[src/rtl/video_timing_gen.sv]
// Raster timing generator: free-running h/v counters with registered strobes, syncs and blanking.
// Define VIDEO_TIMING_INTERLACE_EN to enable the interlaced NTSC field mode.
module video_timing_gen #(
  parameter int H_ACTIVE   = 640,
  parameter int H_FP       = 16,
  parameter int H_SYNC     = 96,
  parameter int H_BP       = 48,
  parameter int V_ACTIVE   = 480,
  parameter int V_FP       = 10,
  parameter int V_SYNC     = 2,
  parameter int V_BP       = 33,
  parameter int I_H_TOTAL  = 1588,
  parameter int I_H_ACTIVE = 1280,
  parameter int I_HS_START = 1300,
  parameter int I_HS_LEN   = 117,
  parameter int I_V_ACTIVE = 240,
  parameter int I_VS_START = 244,
  parameter int I_VS_LEN   = 3,
  parameter int I_V_TOTAL  = 263
) (
  input  logic        clk,
  input  logic        rst,
  input  logic        interlaced,
  output logic        display_next_pixel,
  output logic        display_next_line,
  output logic        display_next_frame,
  output logic        display_current_field,
  output logic        hsync_n,
  output logic        vsync_n,
  output logic        blank,
  output logic [10:0] h_count,
  output logic [9:0]  v_count
);

  localparam int H_TOTAL = H_ACTIVE + H_FP + H_SYNC + H_BP;
  localparam int V_TOTAL = V_ACTIVE + V_FP + V_SYNC + V_BP;

  localparam logic [10:0] H_LAST = 11'(H_TOTAL - 1);
  localparam logic [10:0] H_ACT  = 11'(H_ACTIVE);
  localparam logic [10:0] HS_BEG = 11'(H_ACTIVE + H_FP);
  localparam logic [10:0] HS_END = 11'(H_ACTIVE + H_FP + H_SYNC);
  localparam logic [9:0]  V_LAST = 10'(V_TOTAL - 1);
  localparam logic [9:0]  V_ACT  = 10'(V_ACTIVE);
  localparam logic [9:0]  VS_BEG = 10'(V_ACTIVE + V_FP);
  localparam logic [9:0]  VS_END = 10'(V_ACTIVE + V_FP + V_SYNC);

  logic [10:0] h_q, h_d;
  logic [9:0]  v_q, v_d;
  logic        h_last, v_last;
  logic        h_act, v_act;
  logic        hs_on, vs_on;
  logic        field_w;

  logic        pix_q, line_q, frame_q, fld_q;
  logic        hs_n_q, vs_n_q, blank_q;
  logic [10:0] hc_q;
  logic [9:0]  vc_q;

`ifdef VIDEO_TIMING_INTERLACE_EN
  localparam logic [10:0] I_H_LAST  = 11'(I_H_TOTAL - 1);
  localparam logic [10:0] I_H_ACT   = 11'(I_H_ACTIVE);
  localparam logic [10:0] I_HS_BEG  = 11'(I_HS_START);
  localparam logic [10:0] I_HS_END  = 11'(I_HS_START + I_HS_LEN);
  localparam logic [9:0]  I_V_LAST0 = 10'(I_V_TOTAL - 1);
  localparam logic [9:0]  I_V_LAST1 = 10'(I_V_TOTAL - 2);
  localparam logic [9:0]  I_V_ACT   = 10'(I_V_ACTIVE);
  localparam logic [9:0]  I_VS_BEG  = 10'(I_VS_START);
  localparam logic [9:0]  I_VS_END  = 10'(I_VS_START + I_VS_LEN);

  logic mode_q, mode_d;
  logic field_q, field_d;
`endif

  always_comb begin
    h_last = (h_q == H_LAST);
    h_act  = (h_q < H_ACT);
    hs_on  = (h_q >= HS_BEG) && (h_q < HS_END);
    v_last = (v_q == V_LAST);
    v_act  = (v_q < V_ACT);
    vs_on  = (v_q >= VS_BEG) && (v_q < VS_END);
`ifdef VIDEO_TIMING_INTERLACE_EN
    if (mode_q) begin
      h_last = (h_q == I_H_LAST);
      h_act  = (h_q < I_H_ACT);
      hs_on  = (h_q >= I_HS_BEG) && (h_q < I_HS_END);
      // field 1 is one line shorter than field 0
      v_last = (v_q == (field_q ? I_V_LAST1 : I_V_LAST0));
      v_act  = (v_q < I_V_ACT);
      vs_on  = (v_q >= I_VS_BEG) && (v_q < I_VS_END);
    end
`endif
  end

  always_comb begin
    h_d = h_last ? 11'd0 : h_q + 11'd1;
    v_d = v_q;
    if (h_last) begin
      v_d = v_last ? 10'd0 : v_q + 10'd1;
    end
  end

`ifdef VIDEO_TIMING_INTERLACE_EN
  // mode only changes on frame boundaries; field restarts at 0 on entry
  always_comb begin
    mode_d  = mode_q;
    field_d = field_q;
    if (h_last && v_last) begin
      mode_d  = interlaced;
      field_d = (interlaced && mode_q) ? ~field_q : 1'b0;
    end
  end

  always_ff @(posedge clk or posedge rst) begin
    if (rst) begin
      mode_q  <= 1'b0;
      field_q <= 1'b0;
    end else begin
      mode_q  <= mode_d;
      field_q <= field_d;
    end
  end

  assign field_w = field_q;
`else
  logic unused_interlaced;
  assign unused_interlaced = interlaced;
  assign field_w = 1'b0;
`endif

  always_ff @(posedge clk or posedge rst) begin
    if (rst) begin
      h_q <= 11'd0;
      v_q <= 10'd0;
    end else begin
      h_q <= h_d;
      v_q <= v_d;
    end
  end

  always_ff @(posedge clk or posedge rst) begin
    if (rst) begin
      pix_q   <= 1'b0;
      line_q  <= 1'b0;
      frame_q <= 1'b0;
      fld_q   <= 1'b0;
      hs_n_q  <= 1'b1;
      vs_n_q  <= 1'b1;
      blank_q <= 1'b0;
      hc_q    <= 11'd0;
      vc_q    <= 10'd0;
    end else begin
      pix_q   <= h_act;
      line_q  <= h_last;
      frame_q <= h_last & v_last;
      fld_q   <= field_w;
      hs_n_q  <= ~hs_on;
      vs_n_q  <= ~vs_on;
      blank_q <= ~(h_act & v_act);
      hc_q    <= h_q;
      vc_q    <= v_q;
    end
  end

  assign display_next_pixel    = pix_q;
  assign display_next_line     = line_q;
  assign display_next_frame    = frame_q;
  assign display_current_field = fld_q;
  assign hsync_n               = hs_n_q;
  assign vsync_n               = vs_n_q;
  assign blank                 = blank_q;
  assign h_count               = hc_q;
  assign v_count               = vc_q;

endmodule

[config.mk]
export PLATFORM = sky130hd
export DESIGN_NAME = video_timing_gen
export DESIGN_NICKNAME = d
export VERILOG_FILES = /design/src/rtl/video_timing_gen.sv
export SDC_FILE = /design/constraint.sdc
export NUM_CORES = 1
export LEC_CHECK = 0
export ABC_AREA = 1
export BUFFER_PORTS_ARGS = -buffer_cell sky130_fd_sc_hd__buf_2
export CAP_MARGIN = 40
export CORE_MARGIN = 2
export CORE_UTILIZATION = 59
export CTS_BUF_LIST = sky130_fd_sc_hd__clkbuf_16
export DETAILED_ROUTE_END_ITERATION = 6
export PLACE_DENSITY_LB_ADDON = 0.2
export SLEW_MARGIN = 15
export SYNTH_ARGS = -nofsm -noshare
export SYNTH_HDL_FRONTEND = slang
export SYNTH_SLANG_ARGS = --single-unit
[constraint.sdc]
create_clock -name clk -period 4.2 [get_ports clk]
set_clock_uncertainty 0.2 [all_clocks]
set_input_delay 0.21 -clock clk [delete_from_list [all_inputs] [get_ports clk]]
set_output_delay 0.21 -clock clk [all_outputs]
set_load 0.02 [all_outputs]
## After elaboration in Yosys (flattened, before gate mapping)

Cells that the tools add are included.

- Register bits after elaboration: 48
- Input port bits: 3
- Logic and storage cells: 29

- $add $sub $neg: 2
- Order comparisons: 6
- Equal/unequal tests: 2
- Multiplexer cells: 2
- Bitwise gates (word level): 5
- Reductions and logical operators: 2

Operator list:

| cell | count |
|---|---|
| 11-bit by 10-bit < comparator with 1-bit output, second input constant | 2 |
| 10-bit by 9-bit < comparator with 1-bit output, second input constant | 2 |
| 11-bit by 1-bit adder with 11-bit output, second input constant | 1 |
| 11-bit by 10-bit == test with 1-bit output, second input constant | 1 |
| 11-bit by 10-bit greater-or-equal comparator with 1-bit output, second input constant | 1 |
| 11-bit 2-to-1 mux | 1 |
| 10-bit by 1-bit adder with 10-bit output, second input constant | 1 |
| 10-bit == test, second input constant | 1 |
| 10-bit by 9-bit greater-or-equal comparator with 1-bit output, second input constant | 1 |
| 10-bit 2-to-1 mux | 1 |
| 1-bit NOT | 3 |
| 1-bit AND | 2 |
| 1-bit logical AND | 2 |

## Depth between registers and ports, before layout

- Word-level depth: 3
- Mapped depth: 8

## Worst setup path after synthesis

Ideal clock, no wire load.

- Path kind: reg2reg
- Start: register h_q[0]
- End: register v_q[0]
- Data arrival time: 1183 ps
- Data required time: 3873 ps
- Path slack: 2690 ps
- Cell stages (with the launch flop): 8
- Cells stage by stage: dfrtp_1 > ha_1 > nand2_1 > nor2_4 > nand3_2 > nor2_4 > buf_6 > o21ai_0

- Word-level cells in the longest chain between the ends: 1

RTL lines:

| what | RTL line | RTL |
|---|---|---|
| start, declared | 47 | `logic [10:0] h_q, h_d;` |
| start signal, assigned | 132 | `h_q <= 11'd0;` |
| start signal, assigned | 135 | `h_q <= h_d;` |
| 11-bit by 10-bit == test with 1-bit output | 75 | `h_last = (h_q == H_LAST);` |
| end signal, assigned | 136 | `v_q <= v_d;` |
| end, declared | 48 | `logic [9:0] v_q, v_d;` |

Every way passes these cells.
A chain may end at the register's enable or synchronous reset.

## Worst setup path in the final report

- Start: register h_q[0]
- End: register v_q[5]

Same word-level chain as after synthesis.

==> run summary <==
Mapped Nets - 197
Synth top area cells - dfrtp_1, nand2_1, inv_1
Fin crit period - 1910 ps
Initial core utilization - 62.9%
Crit. End Element - flip-flop
CP max-delay cell - dfrtp_1
Clock root buffer master - clkbuf_16
Worst-path clk slew - 60 ps
Clk buf depth - 2
Synth Instances - 191
Final instance area - 0.00229 mm2
Worst Path Required - 4160 ps
Pre-Repair DR Iteration Count - 4
Hold Path Class - input port to asynchronous set/reset pin
Placement Setup Slack - 2270 ps
FF-to-FF setup slack - 2290 ps
Die Outline Area - 0.00376 mm2
CORE AREA - 0.00308 mm2
Clock sink total - 48
Pleak - 1.20 nW
Max-Cap Viols - 0
Num rows - 20
Initial antenna violation count - 0
RR Startpoint - h_q[0]
Reg2reg end - v_q[5]
R2R cell count - 8
Final Hold Vio Count - 0
RSZ-0062 raised after global routing - no
Netlist Area Pre-Place - 0.00194 mm2
Setup repair bufs after CTS - 0
Synthesis Warnings - 0
Dpl cell area - 0.00213 mm2
# fillers - 216
Drt initial violations - 84
Multi-input logic area - 617 um2
Synth top area share - 59.4%
Final ANT Viol Nets - 0
Diodes inserted - 0
WS Path Type - flip-flop to flip-flop
Power Density - 372 mW/mm2
CP Max Fanout - 15
Hold Buf Count CTS - 1
Post-Syn Area per Cell - 10.1 um2
CTS HTree Levels - 2
Endpoints failing setup - 0
Vias post-DR - 1,358
Clock buffer count from CTS - 5
Largest net degree at the start of global routing - 41
Peak supply drop - 250 uV
First-pass GRT wire length - 5.62 mm
TNS Setup - 0 ps
Final Wtd Congestion - 0.831
Critical Path, Cell by Cell - ha_1 -> nand2_1 -> nor2_4 -> nand3_2 -> nor2_4 -> inv_2 -> nand2_1 -> o21ai_1
Pins Over Slew Limit - 0
Dpl hpwl - 2.40 mm
CP Launch Type - flip-flop
Most Crowded Layer GR - met2
Library cells used by synthesis - 28
Tcrit/Tclk final - 45.5%
Hold slack - 202 ps
Resized cells post-CTS - 0
WL/cell - 12.4 um
Vias in the first global route - 1,334
DIE WIDTH - 61.3 um
Vias/cell - 5.01
Max incr delay on CP - 390 ps
Reg area - 0.00120 mm2
Nets@finish - 232
CTS tree - done
# IOs - 31
Fmax - 524 MHz
Sequential area share after synthesis - 62.1%
Most frequent cells in the layout - dfrtp_1, nand2_1, buf_2, inv_1, nor2_1
GR Layer Usage met1 - 24.3%
Clock Latency Late Sink - 280 ps
Critical path arrival - 1870 ps
Routed WL - 3.36 mm
Register bit total from synthesis - 48
Gr usage total - 20.9%
Status - finished clean
Share of layout cells above drive strength 1 - 22.9%
Die height - 61.3 um
Grt met2 use - 36.2%
Syn-to-layout area delta - 18.1%
# DRC - 0
Cell taking the most area after synthesis - dfrtp_1
Final WS setup - 2290 ps
Input/output buffers - 28
Grt ovf - 0
GRT met3 Usage - 6.30%
Commonest non-fill, non-tap cell in the layout - dfrtp_1
[power by group]
part / internal, mW / leakage, nW / switching, mW
sequential: 0.463 / 0.634 / 0
clock: 0.218 / 0.0635 / 0.157
combinational: 0.00294 / 0.503 / 0.00975
[worst max-delay path by stage]
stage	from	end	slack [ps]	depth (start not counted)
2_1_floorplan	rst	blank	2650	1
3_3_place_gp	h_q[0]	v_q[4]	2370	8
3_5_place_dp	h_q[0]	v_q[6]	2270	8
4_1_cts	h_q[0]	v_q[6]	2260	8
5_1_grt	h_q[0]	v_q[5]	2090	8
6_report	h_q[0]	v_q[5]	2290	8
[cell usage after synthesis, drive strengths merged]
master,number
a211oi,1
a21oi,2
buf,2
conb,1
dfrtp,46
dfstp,2
ha,3
inv,26
nand2,42
nand3,16
nand3b,1
nand4,4
nor2,21
nor3,2
nor4,1
o21ai,10
or2,2
xnor2,2
xor2,7
[sequential cells by signal (all words and copies together) (netlist names)]
| name | flops |
|---|---|
| h_count | 11 |
| h_q | 11 |
| v_count | 10 |
| v_q | 10 |
| blank | 1 |
| display_next_frame | 1 |
| display_next_line | 1 |
| display_next_pixel | 1 |
| hsync_n | 1 |
| vsync_n | 1 |
[cell families after synthesis]
family	after synthesis	share of synthesized area, %
AO/OA/AOI/OAI	13	3.49
XOR/XNOR	9	4.07
adder cells (fa/ha/maj)	3	1.94
buffers and inverters	28	6.01
flip-flops	48	62.1
other	1	0.194
AND/OR/NAND/NOR	89	22.2
[critical path: cells and delay by family (launching register included)]
family / cells / cell delay [ps]
buf+inv: 1 / 160
simple gates: 5 / 750
flops: 1 / 390
compound gates: 1 / 70
fa+ha+maj: 1 / 220
[per-stage QoR]
stage | util [%] | std cells | power (mW)
after floorplan | - | 191 | 0.479
after global placement | 68.7 | 261 | 0.481
after detailed placement | 69.3 | 262 | 0.484
after CTS | 74.3 | 271 | 0.860
after global routing | 74.3 | 271 | 0.880
final | 74.3 | 271 | 0.850
[metal layers]
layer / share of wire [%] / up-vias
met4: 0.75 / 0
li1: - / 661
met1: 40 / 648
met3: 5.1 / 4
met5: 0 / -
met2: 54 / 45
[area by class of cell]
type                       count  area share [%]
sequential                    48            52.6
multi-input combinational    115            27.0
timing repair buffer          30            7.44
clock buffer                   5            5.47
inverter                      26            4.27
tap                           44            2.41
clock inverter                 3           0.821
Power figures use the tool's default switching activity.
